**src/rtl/fp_pkg.sv**
```systemverilog
`default_nettype none
// ============================================================================
//  Module   : fp_pkg
//  Purpose  : Shared binary32 field widths, special constants and decode
//             helpers for the floating-point accumulator slice.
//  Revision : 1.0  initial release
// ============================================================================
package fp_pkg;

    localparam int          EXP_W   = 8;
    localparam int          MAN_W   = 23;
    localparam int          BIAS    = 127;
    localparam int          FP_W    = 32;

    localparam logic [31:0] QNAN    = 32'h7FC0_0000;
    localparam logic [31:0] POS_INF = 32'h7F80_0000;

    // Exponent all ones with a non-zero fraction.
    function automatic logic is_nan(input logic [FP_W-1:0] x);
        return (&x[FP_W-2:MAN_W]) && (|x[MAN_W-1:0]);
    endfunction

    // Exponent all ones with a zero fraction (either sign).
    function automatic logic is_inf(input logic [FP_W-1:0] x);
        return (&x[FP_W-2:MAN_W]) && !(|x[MAN_W-1:0]);
    endfunction

endpackage : fp_pkg
`default_nettype wire

```
**src/rtl/fp_adder.sv**
```systemverilog
`default_nettype none
// ============================================================================
//  Module   : fp_adder
//  Purpose  : Combinational binary32 adder, round-to-nearest-even, with
//             subnormal support. Any NaN operand or inf-inf gives QNAN.
//  Ports    : a, b - operands;  s - rounded sum
//  Revision : 1.0  initial release
// ============================================================================
module fp_adder
    import fp_pkg::*;
(
    input  logic [FP_W-1:0] a,
    input  logic [FP_W-1:0] b,
    output logic [FP_W-1:0] s
);

    logic        w_swap;
    logic        w_same;
    logic [31:0] w_x;          // operand with the larger magnitude
    logic [31:0] w_y;
    logic [7:0]  w_ex;
    logic [7:0]  w_ey;
    logic [7:0]  w_d;
    logic [26:0] w_my_ext;     // hidden bit, 23-bit fraction, guard/round/sticky
    logic [26:0] w_mask;
    logic [26:0] w_aligned;
    logic [27:0] w_sum;
    logic [4:0]  w_lz;
    logic [9:0]  w_e;
    logic [9:0]  w_l;
    logic [26:0] w_m;
    logic        w_rnd;
    logic [24:0] w_mr;
    logic [9:0]  w_ef;

    always_comb begin
        w_swap    = (b[30:0] > a[30:0]);
        w_x       = w_swap ? b : a;
        w_y       = w_swap ? a : b;
        w_same    = (w_x[31] == w_y[31]);
        // Subnormals use an effective exponent of 1.
        w_ex      = (w_x[30:23] == 8'd0) ? 8'd1 : w_x[30:23];
        w_ey      = (w_y[30:23] == 8'd0) ? 8'd1 : w_y[30:23];
        w_d       = w_ex - w_ey;
        w_my_ext  = {(w_y[30:23] != 8'd0), w_y[22:0], 3'b000};
        // Bits shifted out of the smaller operand collapse into the sticky LSB.
        w_mask    = ~({27{1'b1}} << w_d);
        w_aligned = (w_my_ext >> w_d) | {26'd0, |(w_my_ext & w_mask)};
        if (w_same)
            w_sum = {1'b0, (w_x[30:23] != 8'd0), w_x[22:0], 3'b000} + {1'b0, w_aligned};
        else
            w_sum = {1'b0, (w_x[30:23] != 8'd0), w_x[22:0], 3'b000} - {1'b0, w_aligned};

        w_lz = 5'd27;
        for (int i = 0; i < 27; i++) begin
            if (w_sum[i]) w_lz = 5'(26 - i);
        end

        w_e = {2'b00, w_ex};
        w_l = 10'd0;
        if (w_sum[27]) begin
            w_e = w_e + 10'd1;
            w_m = w_sum[27:1] | {26'd0, w_sum[0]};
        end else begin
            // Left shift stops at exponent 1 so tiny results become subnormal.
            w_l = ({5'd0, w_lz} < (w_e - 10'd1)) ? {5'd0, w_lz} : (w_e - 10'd1);
            w_m = w_sum[26:0] << w_l;
            w_e = w_e - w_l;
        end

        w_rnd = w_m[2] & (w_m[1] | w_m[0] | w_m[3]);
        w_mr  = {1'b0, w_m[26:3]} + {24'd0, w_rnd};
        // Exponent field is 0 when no hidden bit survives (subnormal result).
        w_ef  = w_mr[24] ? (w_e + 10'd1) : (w_mr[23] ? w_e : 10'd0);

        if (is_nan(a) || is_nan(b))
            s = QNAN;
        else if (is_inf(a) && is_inf(b) && (a[31] != b[31]))
            s = QNAN;
        else if (is_inf(a))
            s = a;
        else if (is_inf(b))
            s = b;
        else if (w_sum == 28'd0)
            s = {w_same & w_x[31], 31'd0};
        else if (w_ef >= 10'd255)
            s = {w_x[31], 8'hFF, 23'd0};
        else
            s = {w_x[31], w_ef[7:0], (w_mr[24] ? 23'd0 : w_mr[22:0])};
    end

endmodule : fp_adder
`default_nettype wire

```
**src/rtl/fp_accumulator.sv**
```systemverilog
`default_nettype none
// ============================================================================
//  Module   : fp_accumulator
//  Purpose  : Streaming binary32 packet summer. Elements arrive on a
//             valid/ready stream delimited by in_last; one sum per packet is
//             emitted with a saturating element count and NaN/Inf flags.
//  Ports    : clk, rst_n                 - clock, async active-low reset
//             in_valid/in_ready/in_data/in_last - element stream
//             out_valid/out_ready/out_data      - packet sum stream
//             out_count, out_nan, out_inf       - sum sideband
//  Revision : 1.0  initial release
// ============================================================================
module fp_accumulator
    import fp_pkg::*;
#(
    parameter int CNT_W = 16
) (
    input  logic             clk,
    input  logic             rst_n,
    input  logic             in_valid,
    output logic             in_ready,
    input  logic [FP_W-1:0]  in_data,
    input  logic             in_last,
    output logic             out_valid,
    input  logic             out_ready,
    output logic [FP_W-1:0]  out_data,
    output logic [CNT_W-1:0] out_count,
    output logic             out_nan,
    output logic             out_inf
);

    typedef enum logic [1:0] {
        S_IDLE  = 2'd0,
        S_ACCUM = 2'd1,
        S_DONE  = 2'd2
    } state_t;

    state_t            state_q,     state_d;
    logic [FP_W-1:0]   acc_q,       acc_d;
    logic [CNT_W-1:0]  cnt_q,       cnt_d;
    logic              out_valid_q, out_valid_d;
    logic [FP_W-1:0]   out_data_q,  out_data_d;
    logic [CNT_W-1:0]  out_count_q, out_count_d;
    logic              out_nan_q,   out_nan_d;
    logic              out_inf_q,   out_inf_d;

    logic              w_accept;
    logic [FP_W-1:0]   w_sum;
    logic [FP_W-1:0]   w_res;
    logic [CNT_W-1:0]  w_cnt_inc;

    fp_adder u_fp_adder (
        .a (acc_q),
        .b (in_data),
        .s (w_sum)
    );

    assign in_ready  = (state_q != S_DONE);
    assign w_accept  = in_valid && in_ready;
    assign w_cnt_inc = (&cnt_q) ? cnt_q : (cnt_q + CNT_W'(1));
    // A single-element packet bypasses the adder so -0 and NaN payloads survive.
    assign w_res     = (state_q == S_IDLE) ? in_data : w_sum;

    always_comb begin
        state_d     = state_q;
        acc_d       = acc_q;
        cnt_d       = cnt_q;
        out_valid_d = out_valid_q;
        out_data_d  = out_data_q;
        out_count_d = out_count_q;
        out_nan_d   = out_nan_q;
        out_inf_d   = out_inf_q;

        case (state_q)
            S_IDLE, S_ACCUM: begin
                if (w_accept) begin
                    if (in_last) begin
                        out_data_d  = w_res;
                        out_count_d = (state_q == S_IDLE) ? CNT_W'(1) : w_cnt_inc;
                        out_nan_d   = is_nan(w_res);
                        out_inf_d   = is_inf(w_res);
                        out_valid_d = 1'b1;
                        state_d     = S_DONE;
                    end else begin
                        acc_d   = w_res;
                        cnt_d   = (state_q == S_IDLE) ? CNT_W'(1) : w_cnt_inc;
                        state_d = S_ACCUM;
                    end
                end
            end
            S_DONE: begin
                if (out_valid_q && out_ready) begin
                    out_valid_d = 1'b0;
                    acc_d       = '0;
                    cnt_d       = '0;
                    state_d     = S_IDLE;
                end
            end
            default: state_d = S_IDLE;
        endcase
    end

    always_ff @(posedge clk or negedge rst_n) begin
        if (!rst_n) begin
            state_q     <= S_IDLE;
            acc_q       <= '0;
            cnt_q       <= '0;
            out_valid_q <= 1'b0;
            out_data_q  <= '0;
            out_count_q <= '0;
            out_nan_q   <= 1'b0;
            out_inf_q   <= 1'b0;
        end else begin
            state_q     <= state_d;
            acc_q       <= acc_d;
            cnt_q       <= cnt_d;
            out_valid_q <= out_valid_d;
            out_data_q  <= out_data_d;
            out_count_q <= out_count_d;
            out_nan_q   <= out_nan_d;
            out_inf_q   <= out_inf_d;
        end
    end

    assign out_valid = out_valid_q;
    assign out_data  = out_data_q;
    assign out_count = out_count_q;
    assign out_nan   = out_nan_q;
    assign out_inf   = out_inf_q;

endmodule : fp_accumulator
`default_nettype wire

```
**config.mk**
```make
export PLATFORM = sky130hd
export DESIGN_NAME = fp_accumulator
export DESIGN_NICKNAME = d
export VERILOG_FILES = /design/src/rtl/fp_pkg.sv /design/src/rtl/fp_adder.sv /design/src/rtl/fp_accumulator.sv
export SDC_FILE = /design/constraint.sdc
export NUM_CORES = 1
export LEC_CHECK = 0
export BUFFER_PORTS_ARGS = -buffer_cell sky130_fd_sc_hd__buf_2
export CORE_ASPECT_RATIO = 0.9
export CORE_MARGIN = 1.5
export CORE_UTILIZATION = 25
export CTS_BUF_LIST = sky130_fd_sc_hd__clkbuf_8 sky130_fd_sc_hd__clkbuf_16
export DETAILED_ROUTE_END_ITERATION = 10
export PLACE_DENSITY = 0.42
export SYNTH_ARGS = -nofsm -noshare
export SYNTH_HDL_FRONTEND = slang
export SYNTH_SLANG_ARGS = --single-unit
```
**constraint.sdc**
```tcl
create_clock -name clk -period 46.8 [get_ports clk]
set_input_delay 4.68 -clock clk [delete_from_list [all_inputs] [get_ports clk]]
set_output_delay 4.68 -clock clk [all_outputs]
set_load 0.05 [all_outputs]
```
==> results.cfg, run 1 <==
[placement]
place.gp.congestion = 0.9691
hpwlAfterDp_um = 65900
dp_cells = 3278
port_buffers = 88

[critical_path]
ff2ff_path_depth = 70
crit_type = in2reg
critical_path.max_fanout = 39
reg2reg_slack_ps = 25510
critPathTopFamily = compound AO/OA/AOI/OAI gates
cp_slowest_stage_delay_ps = 740
crit_top_cell = a21oi_1
r2r_end = out_data[4]
r2r_start = acc_q[26]
critPathArrivalTime_ps = 25170
crit_path_start = in_data[30]
worstSetupEndpointType = flip-flop
crit_buf_inv = 7
startpoint_type = input port
cp.required_ps = 47070
slowest_stage = nor3_4

[die]
core_sq_mm = 0.06734
die_area_sq_mm = 0.06990
ios = 89
start_util_pct = 25.37
die-width_um = 278.5
die_y_um = 251.0
rows = 90

[sta]
fin_skew_ps = 12.49
grt_setup_unrepaired = no
fin_crit_sh_pct = 53.21
worstMarginPinSlew_ps = 1113
slew_headroom_pct = 25.44
setup_viol = 0
fmax_mhz = 40.16
drv_slew = 0
min_period_ps = 24900
hold_viol_final = 0
tns_ps = 0

[clocking]
ctsHoldBuffers = 0
cts-buffers-inserted = 9
root_buffer = clkbuf_16
clk-insertion-delay-late_ps = 360
htreeDepth = 3
clk_pin_slew_ps = 80
clk_path_buf_depth = 2
cts_sinks = 101
post_cts_buffers = 0
cts_tree = built
cts_resized = 0

[min_path]
holdPathStages = 2
hp-class = reg2reg
hold_path_end = out_count[1]
hp-start = out_count[1]

[outcome]
status = completed

[layout]
area_growth_pct = 9.296
final_layout_size_suffix_gt1_share_pct = 11.94
diodes = 0
stdcell_count = 3294
fin_nets = 2557

[synthesis]
synth_area_sq_mm = 0.01708
syn-num-nets = 2563
dominantRegCellSynth = dfrtp_1
synth.avg_cell_area_sq_um = 7.056
async_flop_share_pct = 100.0
synth.area.top_cells = dfrtp_1 15%, ha_1 7.5%, nand2_1 7.4%
synth_top_cell_by_area = dfrtp_1
ys_seq_area_share_pct = 14.80
synth_xor_area_share_pct = 3.589
yosysWarnings = 0
synth_compound_area_share_pct = 31.48
synth_edf_count = 0
synth_top_family_by_area = compound AO/OA/AOI/OAI gates
synth_seq_cells = 101
synthCells = 2421
synth_top_area_share_pct = 14.80
yosys.area_share.adder_pct = 7.882
muxShareOfSynthArea_pct = 8.607
synth-simple-area-share_pct = 27.37
ys_types = 125

[global_routing]
grt_pass1_vias = 18300
grt_first_pass_wirelength_um = 122800
overflow = 0
grt_use_total_pct = 22.93
grt_max_degree = 85
antenna_found_initial = 0

[detailed_routing]
wire_per_inst_um = 25.12
vias = 19500
drt_iter0_drc = 2533
drcViolationCount = 0
postRouteAntennaNets = 0
first_pass_iters = 6
vias_per_cell = 5.919
wl_um = 82730

[job]
drv_cap = 0
synthesized netlist by cell type, drive strengths merged (10+ instances only):
master,count
nand2,343
nor2,244
o21ai,231
a21oi,181
inv,124
ha,102
dfrtp,101
clkbuf,95
nand3,74
mux2i,71
nor3,67
xnor2,50
buf,46
o211ai,37
nor4,35
a31oi,33
a21o,31
a211oi,29
nand4,29
a22oi,28
mux2,27
nand2b,26
o31ai,26
and3,22
nor2b,22
o22ai,20
xor2,20
mux4,19
and2,17
or2,17
or3,15
o21a,14
a221oi,12
a22o,10
a31o,10
nand3b,10
o21bai,10
o31a,10
worst reg2reg max path: cells and delay by family, from the launching register on:
| family | cells | cell delay, ps |
|---|---|---|
| AND/OR/NAND/NOR | 22 | 6620 |
| adder cells (fa/ha/maj) | 5 | 1860 |
| multiplexers | 1 | 190 |
| AO/OA/AOI/OAI | 34 | 9070 |
| buffers and inverters | 7 | 2660 |
| XOR/XNOR | 1 | 120 |
| flip-flops | 1 | 670 |
per-layer routing:
layer | GRT usage (%) | routed length (um) | up-vias | part of all wire, %
met5 | 0 | 0 | - | 0
met4 | 5.186 | 1824 | 0 | 2.2
met3 | 3.113 | 6312 | 121 | 7.6
met2 | 34.46 | 35210 | 966 | 43
met1 | 34.30 | 39390 | 9502 | 48
li1 | - | - | 8908 | -
registers in the layout (all words and copies together) (netlist names):
register / count
out_inf: 1
acc_q: 32
out_data: 32
state_q: 2
out_count: 16
cnt_q: 16
out_valid: 1
out_nan: 1
layout make-up:
| cell class | instances | area, sq um |
|---|---|---|
| clock inverter | 6 | 62.56 |
| sequential | 101 | 2527 |
| timing repair buffer | 124 | 713.2 |
| multi-input combinational | 2053 | 13560 |
| clock buffer | 10 | 239.0 |
| tap | 874 | 1094 |
| fill | 7442 | 48670 |
| inverter | 126 | 473.0 |
metrics by stage:
stage          worst slack [ps]  utilization (%)  hold slack [ps]  instance area, sq um
6_report                  21900            27.72            478.4                 18670
2_1_floorplan             26290                -            464.2                 17080
5_1_grt                   20610            27.72            504.7                 18670
3_3_place_gp              21490            27.27            457.4                 18360
4_1_cts                   22290            27.72            485.5                 18670
3_5_place_dp              21970            27.28            465.7                 18370
how the worst max path moves through the flow:
stage                        end  depth (start not counted)
finish               out_data[4]                         70
global placement    out_data[11]                         71
detailed placement  out_data[11]                         72
floorplan                out_nan                         77
global route        out_data[11]                         71
CTS                 out_data[11]                         72
placed cells by master, fill, tap and decap left out, types with 25 or more instances in the layout:
cell      synthesis  final
nand4_1          28     28
a21oi_1         178    176
o21ai_0         187    187
dfrtp_1         101    101
nor2_1          238    237
xnor2_1          50     48
buf_2            23     87
mux2i_1          68     68
nor3_1           63     63
nor4_1           28     28
buf_4             6     37
o211ai_1         37     37
inv_1           119    119
o21ai_1          41     41
a31oi_1          33     33
ha_1            102    101
a22oi_1          27     27
nand3_1          72     72
o31ai_1          25     25
nand2b_1         26     26
nand2_1         337    337
a21o_1           31     31
cells by family (layout without fill, tap and decap cells):
logic type,Yosys count,count (layout)
AND/OR/NAND/NOR,962,962
AO/OA/AOI/OAI,797,797
buffers and inverters,267,266
multiplexers,117,117
adder cells (fa/ha/maj),106,106
flip-flops,101,101
XOR/XNOR,70,70
other,1,1
Power of run 1 is not shown: default switching activity piles up to over one toggle a cycle in this logic, so the estimate is an artifact.
==> inputs of run 2 (changes only) <==
--- a/config.mk
+++ b/config.mk
@@ -5,6 +5,7 @@
 export SDC_FILE = /design/constraint.sdc
 export NUM_CORES = 1
 export LEC_CHECK = 0
+export ABC_AREA = 1
 export BUFFER_PORTS_ARGS = -buffer_cell sky130_fd_sc_hd__buf_2
 export CORE_ASPECT_RATIO = 0.9
 export CORE_MARGIN = 1.5
==> constraint.sdc (replaced) <==
create_clock -name clk -period 23.8 [get_ports clk]
set_input_delay 2.38 -clock clk [delete_from_list [all_inputs] [get_ports clk]]
set_output_delay 2.38 -clock clk [all_outputs]
set_load 0.05 [all_outputs]
==> run 2 against run 1 <==
  * Synthesized area fell by 8.0%
  * Clock-buffer cell count decreased by 1
  * Setup slack lost 18000 ps
  * Flip-flop and latch count stayed put
  * Non-clock buffer count shrank 13
  * Register-to-register slack got worse by 20000 ps
  * Global-route usage fell by 1.4 points
  * Cell count up 9.6%
  * Hold slack better by 5.3 ps
  * Routed wire length down 16%
  * First-iteration DRC count is 29% lower
  * Core utilization decreased by 0.13 points
==> results.cfg, run 2 <==
[synthesis]
synth_most_common_cell = nand2_1
synth_top_cell_by_area = nand2_1
syn-num-nets = 2891
synthTopCellsByCount = 822 x nand2_1, 363 x nand3_1, 328 x inv_1
yosysWarnings = 0
ys_types = 69
synth.avg_cell_area_sq_um = 5.717
synth_edf_count = 0
synth.area.top_cells = nand2_1 20%, dfrtp_1 16%, nand3_1 12%
synth_top_area_share_pct = 19.63
synth_area_sq_mm = 0.01572
synthCells = 2749
dominantRegCellSynth = dfrtp_1
synth_seq_cells = 101
async_flop_share_pct = 100.0
ys_seq_area_share_pct = 16.08

[detailed_routing]
drcViolationCount = 0
drt_iter0_drc = 1788
vias = 18460
vias_per_cell = 5.114
wire_per_inst_um = 19.33
postRouteAntennaNets = 0
wl_um = 69770
first_pass_iters = 5

[clocking]
root_buffer = clkbuf_16
clk-insertion-delay-late_ps = 360
clk_pin_slew_ps = 70
cts_tree = built
ctsHoldBuffers = 0
cts_resized = 0
post_cts_buffers = 0
clk_path_buf_depth = 2
cts_sinks = 101
htreeDepth = 3
cts-buffers-inserted = 9

[critical_path]
critPathTopFamily = simple AND/OR/NAND/NOR gates
crit_type = in2reg
slowest_stage = inv_2
startpoint_type = input port
critPathArrivalTime_ps = 20100
crit_top_cell = nand2_1
crit_buf_inv = 13
cp.required_ps = 24100
cp_slowest_stage_delay_ps = 720
worstSetupEndpointType = flip-flop
critical_path.max_fanout = 34
reg2reg_slack_ps = 5650
ff2ff_path_depth = 98
r2r_end = out_inf
r2r_start = acc_q[14]

[die]
start_util_pct = 25.20
ios = 89
die_area_sq_mm = 0.06438
rows = 87
core_sq_mm = 0.06237
die_y_um = 240.9
die-width_um = 267.3

[placement]
hpwlAfterDp_um = 56370
port_buffers = 88
pre_cts_slack_ps = 3819
place.gp.congestion = 0.9558

[sta]
grt_setup_unrepaired = no
worstMarginPinSlew_ps = 1232
fmax_mhz = 50.49
tns_ps = 0
min_period_ps = 19800
fin_crit_sh_pct = 83.21
drv_slew = 0
setup_viol = 0
slew_headroom_pct = 17.01
fin_ws_ps = 3996
fin_skew_ps = 8.530
hold_viol_final = 0

[min_path]
holdPathStages = 2
hp-class = reg2reg
hold_path_end = out_data[19]
hp-start = out_data[19]

[outcome]
status = completed

[layout]
final_common_cell = nand2_1
diodes = 0
final_cell_mix = 821 x nand2_1, 363 x nand3_1, 329 x inv_1, 207 x nor2_1, 161 x o21ai_0
fillers = 7166
multi_input_area_sq_mm = 0.01135
seqCellArea_sq_mm = 0.002527
area_growth_pct = 9.506
final_layout_size_suffix_gt1_share_pct = 8.864
final_core_util_pct = 27.59
fin_nets = 2901

[global_routing]
met1_usage_pct = 31.24
gr-usage-met3_pct = 2.439
grt_first_pass_wirelength_um = 106500
grt_use_met2_pct = 33.54
overflow = 0
grt_pass1_vias = 17700
grt_use_total_pct = 21.54
busiest_layer = met2
grt_max_degree = 93
antenna_found_initial = 3

[job]
drv_cap = 0
[run 2: cell types whose count changed after synthesis, sizes merged, moves of 32 or more]
cell / change
nand2: +505
a21oi: -68
mux2i: -71
nand4: +44
clkbuf: -32
xnor2: -41
nand3: +302
inv: +226
[run 2: per-layer routing]
metal | vias up | wire (um)
met5 | - | 23
met4 | 4 | 1571
met3 | 77 | 3910
met2 | 624 | 30200
met1 | 8672 | 34060
li1 | 9079 | -
[run 2: logic make-up (layout without fill, tap and decap cells)]
logic type | Yosys count | after routing | share of synthesized area, %
adder cells (fa/ha/maj) | 105 | 105 | 8.502
XOR/XNOR | 43 | 43 | 2.492
buffers and inverters | 467 | 482 | 11.83
other | 1 | 1 | 0.02386
AND/OR/NAND/NOR | 1600 | 1600 | 45.28
AO/OA/AOI/OAI | 432 | 432 | 15.79
flip-flops | 101 | 101 | 16.08
[run 2: cell type report]
class,instances,area share [%]
Clock buffer,9,1.309
Clock inverter,7,0.5671
Inverter,355,7.757
Multi-Input combinational cell,2181,65.96
Sequential cell,101,14.69
Tap cell,845,6.143
Timing Repair Buffer,111,3.577
[run 2: how the worst max path moves through the flow]
stage                      startpoint       to  slack, ps  cells after the start
final                     in_data[14]  out_inf       4000                     98
after global placement    in_data[14]  out_inf       3940                     98
after CTS                 in_data[14]  out_inf       4140                     98
after global routing      in_data[14]  out_inf       2280                    102
after detailed placement  in_data[14]  out_inf       3820                     98
after floorplan           in_data[30]  out_inf       8380                     97
[run 2: worst reg2reg max path: cells and delay by family, from the launching register on]
kind,cells,cell delay (ps)
fa+ha+maj,6,1730
xor+xnor,1,290
compound gates,25,4380
simple gates,53,9250
flops,1,390
buf+inv,13,2020
[run 2: per-stage QoR]
| step | cells | hold slack (ps) | area (sq um) |
|---|---|---|---|
| 2_1_floorplan | 2749 | 486.8 | 15720 |
| 3_3_place_gp | 3593 | 466.0 | 16890 |
| 3_5_place_dp | 3593 | 467.5 | 16890 |
| 4_1_cts | 3609 | 491.0 | 17210 |
| 5_1_grt | 3609 | 515.8 | 17210 |
| 6_report | 3609 | 483.7 | 17210 |
Power of run 2 is left out for the same reason.
==> inputs of run 3 (changes only) <==
--- a/config.mk
+++ b/config.mk
@@ -5,14 +5,14 @@
 export SDC_FILE = /design/constraint.sdc
 export NUM_CORES = 1
 export LEC_CHECK = 0
-export ABC_AREA = 1
+export ABC_AREA = 0
 export BUFFER_PORTS_ARGS = -buffer_cell sky130_fd_sc_hd__buf_2
 export CORE_ASPECT_RATIO = 0.9
 export CORE_MARGIN = 1.5
 export CORE_UTILIZATION = 25
 export CTS_BUF_LIST = sky130_fd_sc_hd__clkbuf_8 sky130_fd_sc_hd__clkbuf_16
 export DETAILED_ROUTE_END_ITERATION = 10
-export PLACE_DENSITY = 0.42
+export PLACE_DENSITY = 0.44
 export SYNTH_ARGS = -nofsm -noshare
 export SYNTH_HDL_FRONTEND = slang
 export SYNTH_SLANG_ARGS = --single-unit
==> constraint.sdc (replaced) <==
create_clock -name clk -period 16.3 [get_ports clk]
set_input_delay 1.63 -clock clk [delete_from_list [all_inputs] [get_ports clk]]
set_output_delay 1.63 -clock clk [all_outputs]
set_load 0.05 [all_outputs]
==> run 3 against run 2 <==
  * Critical path depth fell by 24
  * First-iteration DRC count is 15% higher
  * Clock skew is 0.70 ps lower
  * Via count rose by 16%
  * Core utilization is 7.4 points higher
  * Die area grew 8.6%
  * Sequential share of layout area down 4.0 points
  * Cell count rose by 6.5%
  * Clock-buffer cell count unchanged
  * Register-to-register slack lost 4400 ps
  * Hold slack worse by 2.6 ps
  * Largest cell class unchanged
==> results.cfg, run 3 (same netlist as run 1, synthesis figures left out) <==
[critical_path]
worstSetupEndpointType = flip-flop
crit_top_cell = buf_4
cp.depth = 74
r2r_end = out_inf
critPathArrivalTime_ps = 15910
slowest_stage = a221o_1
cp.required_ps = 16550
reg2reg_slack_ps = 1230
critPathCapture = out_inf
critPathTopFamily = compound AO/OA/AOI/OAI gates
r2r_start = acc_q[22]
crit_type = in2reg
crit_path_start = in_data[26]
cp_slowest_stage_delay_ps = 450
ff2ff_path_depth = 73
critical_path.max_fanout = 14
startpoint_type = input port
crit_buf_inv = 16

[layout]
final_common_cell = buf_4
final_core_util_pct = 35.01
area_growth_pct = 38.03
final_cell_mix = 574 x buf_4, 335 x nand2_1, 231 x nor2_1, 171 x o21ai_0, 162 x a21oi_1
seqCellArea_sq_mm = 0.002527
final_area_sq_mm = 0.02358
fillers = 7281
fin_nets = 3106
final_layout_size_suffix_gt1_share_pct = 31.29
multi_input_area_sq_mm = 0.01416

[detailed_routing]
drt_iter0_drc = 2053
vias_per_cell = 5.570
wl_um = 92710
first_pass_iters = 5
drcViolationCount = 0
vias = 21420
wire_per_inst_um = 24.11
postRouteAntennaNets = 0

[min_path]
hp-class = reg2reg

[sta]
fin_crit_sh_pct = 96.08
hold_viol_final = 0
fin_skew_ps = 7.832
tns_ps = 0
min_period_ps = 15660
setup_viol = 0
worstMarginPinSlew_ps = 1073
slew_headroom_pct = 28.01
drv_slew = 0
fmax_mhz = 63.86

[clocking]
clk-insertion-delay-late_ps = 350
htreeDepth = 3
ctsHoldBuffers = 0
cts_sinks = 101
root_buffer = clkbuf_16
cts_tree = built
cts-buffers-inserted = 9
clk_pin_slew_ps = 70
clk_path_buf_depth = 2

[global_routing]
overflow = 0
grt_first_pass_wirelength_um = 136200
antenna_found_initial = 2
grt_max_degree = 85
grt_use_total_pct = 25.71
grt_pass1_vias = 20500

[die]
start_util_pct = 25.37
rows = 90
die_y_um = 251.0
ios = 89
die_area_sq_mm = 0.06990
die-width_um = 278.5
core_sq_mm = 0.06734

[placement]
port_buffers = 88
place.gp.congestion = 0.9503
hpwlAfterDp_um = 76850
dpl_cell_area_sq_mm = 0.02242

[outcome]
status = completed

[job]
drv_cap = 0
[run 3: cell type report]
class / instances / share of cell area [%]
clock buffer: 9 / 0.9552
clock inverter: 7 / 0.6156
multi-input combinational: 2053 / 60.06
sequential: 101 / 10.72
tap: 874 / 4.638
timing repair buffer: 673 / 20.97
inverter: 126 / 2.022
antenna: 2 / 0.02123
[run 3: through the flow]
stage | cells | worst slack [ps] | hold WS [ps]
6_report | 3845 | 639.7 | 481.0
5_1_grt | 3845 | -54.34 | 514.8
4_1_cts | 3817 | 41.61 | 487.6
3_5_place_dp | 3800 | -512.7 | 470.5
3_3_place_gp | 3800 | -407.8 | 462.1
2_1_floorplan | 2421 | 12.23 | 464.2
[run 3: worst register-to-register path: cells and delay by family, from the launching register on]
family / cells / cell delay, ps
adder cells (fa/ha/maj): 5 / 1510
buffers and inverters: 15 / 2190
multiplexers: 5 / 850
flip-flops: 1 / 630
XOR/XNOR: 1 / 190
AND/OR/NAND/NOR: 21 / 4100
AO/OA/AOI/OAI: 26 / 5520
[run 3: worst min path at each step]
stage | startpoint | to | slack [ps] | cells past startpoint
final | out_data[2] | out_data[2] | 480 | 2
after global routing | out_nan | out_nan | 510 | 2
after CTS | out_data[2] | out_data[2] | 490 | 2
after detailed placement | out_data[2] | out_data[2] | 470 | 2
after global placement | out_data[25] | out_data[25] | 460 | 2
after floorplan | cnt_q[8] | cnt_q[8] | 460 | 2
[run 3: repair_timing]
item | 4_1_cts | 5_1_grt
pin swaps | 3 | 57
setup buffers | 1 | 26
endpoints found under the setup margin | 39 | 64
gates resized for setup | 9 | 126
[run 3: metal layers]
metal  vias up  wire [um]  GRT usage [%]
li1      10030          -              -
met1     10480      44180          37.61
met2       817      40250          39.55
met3        87       6310          3.941
met4         0       1965          5.404
met5         -          0              0
Power of run 3 is left out for the same reason.
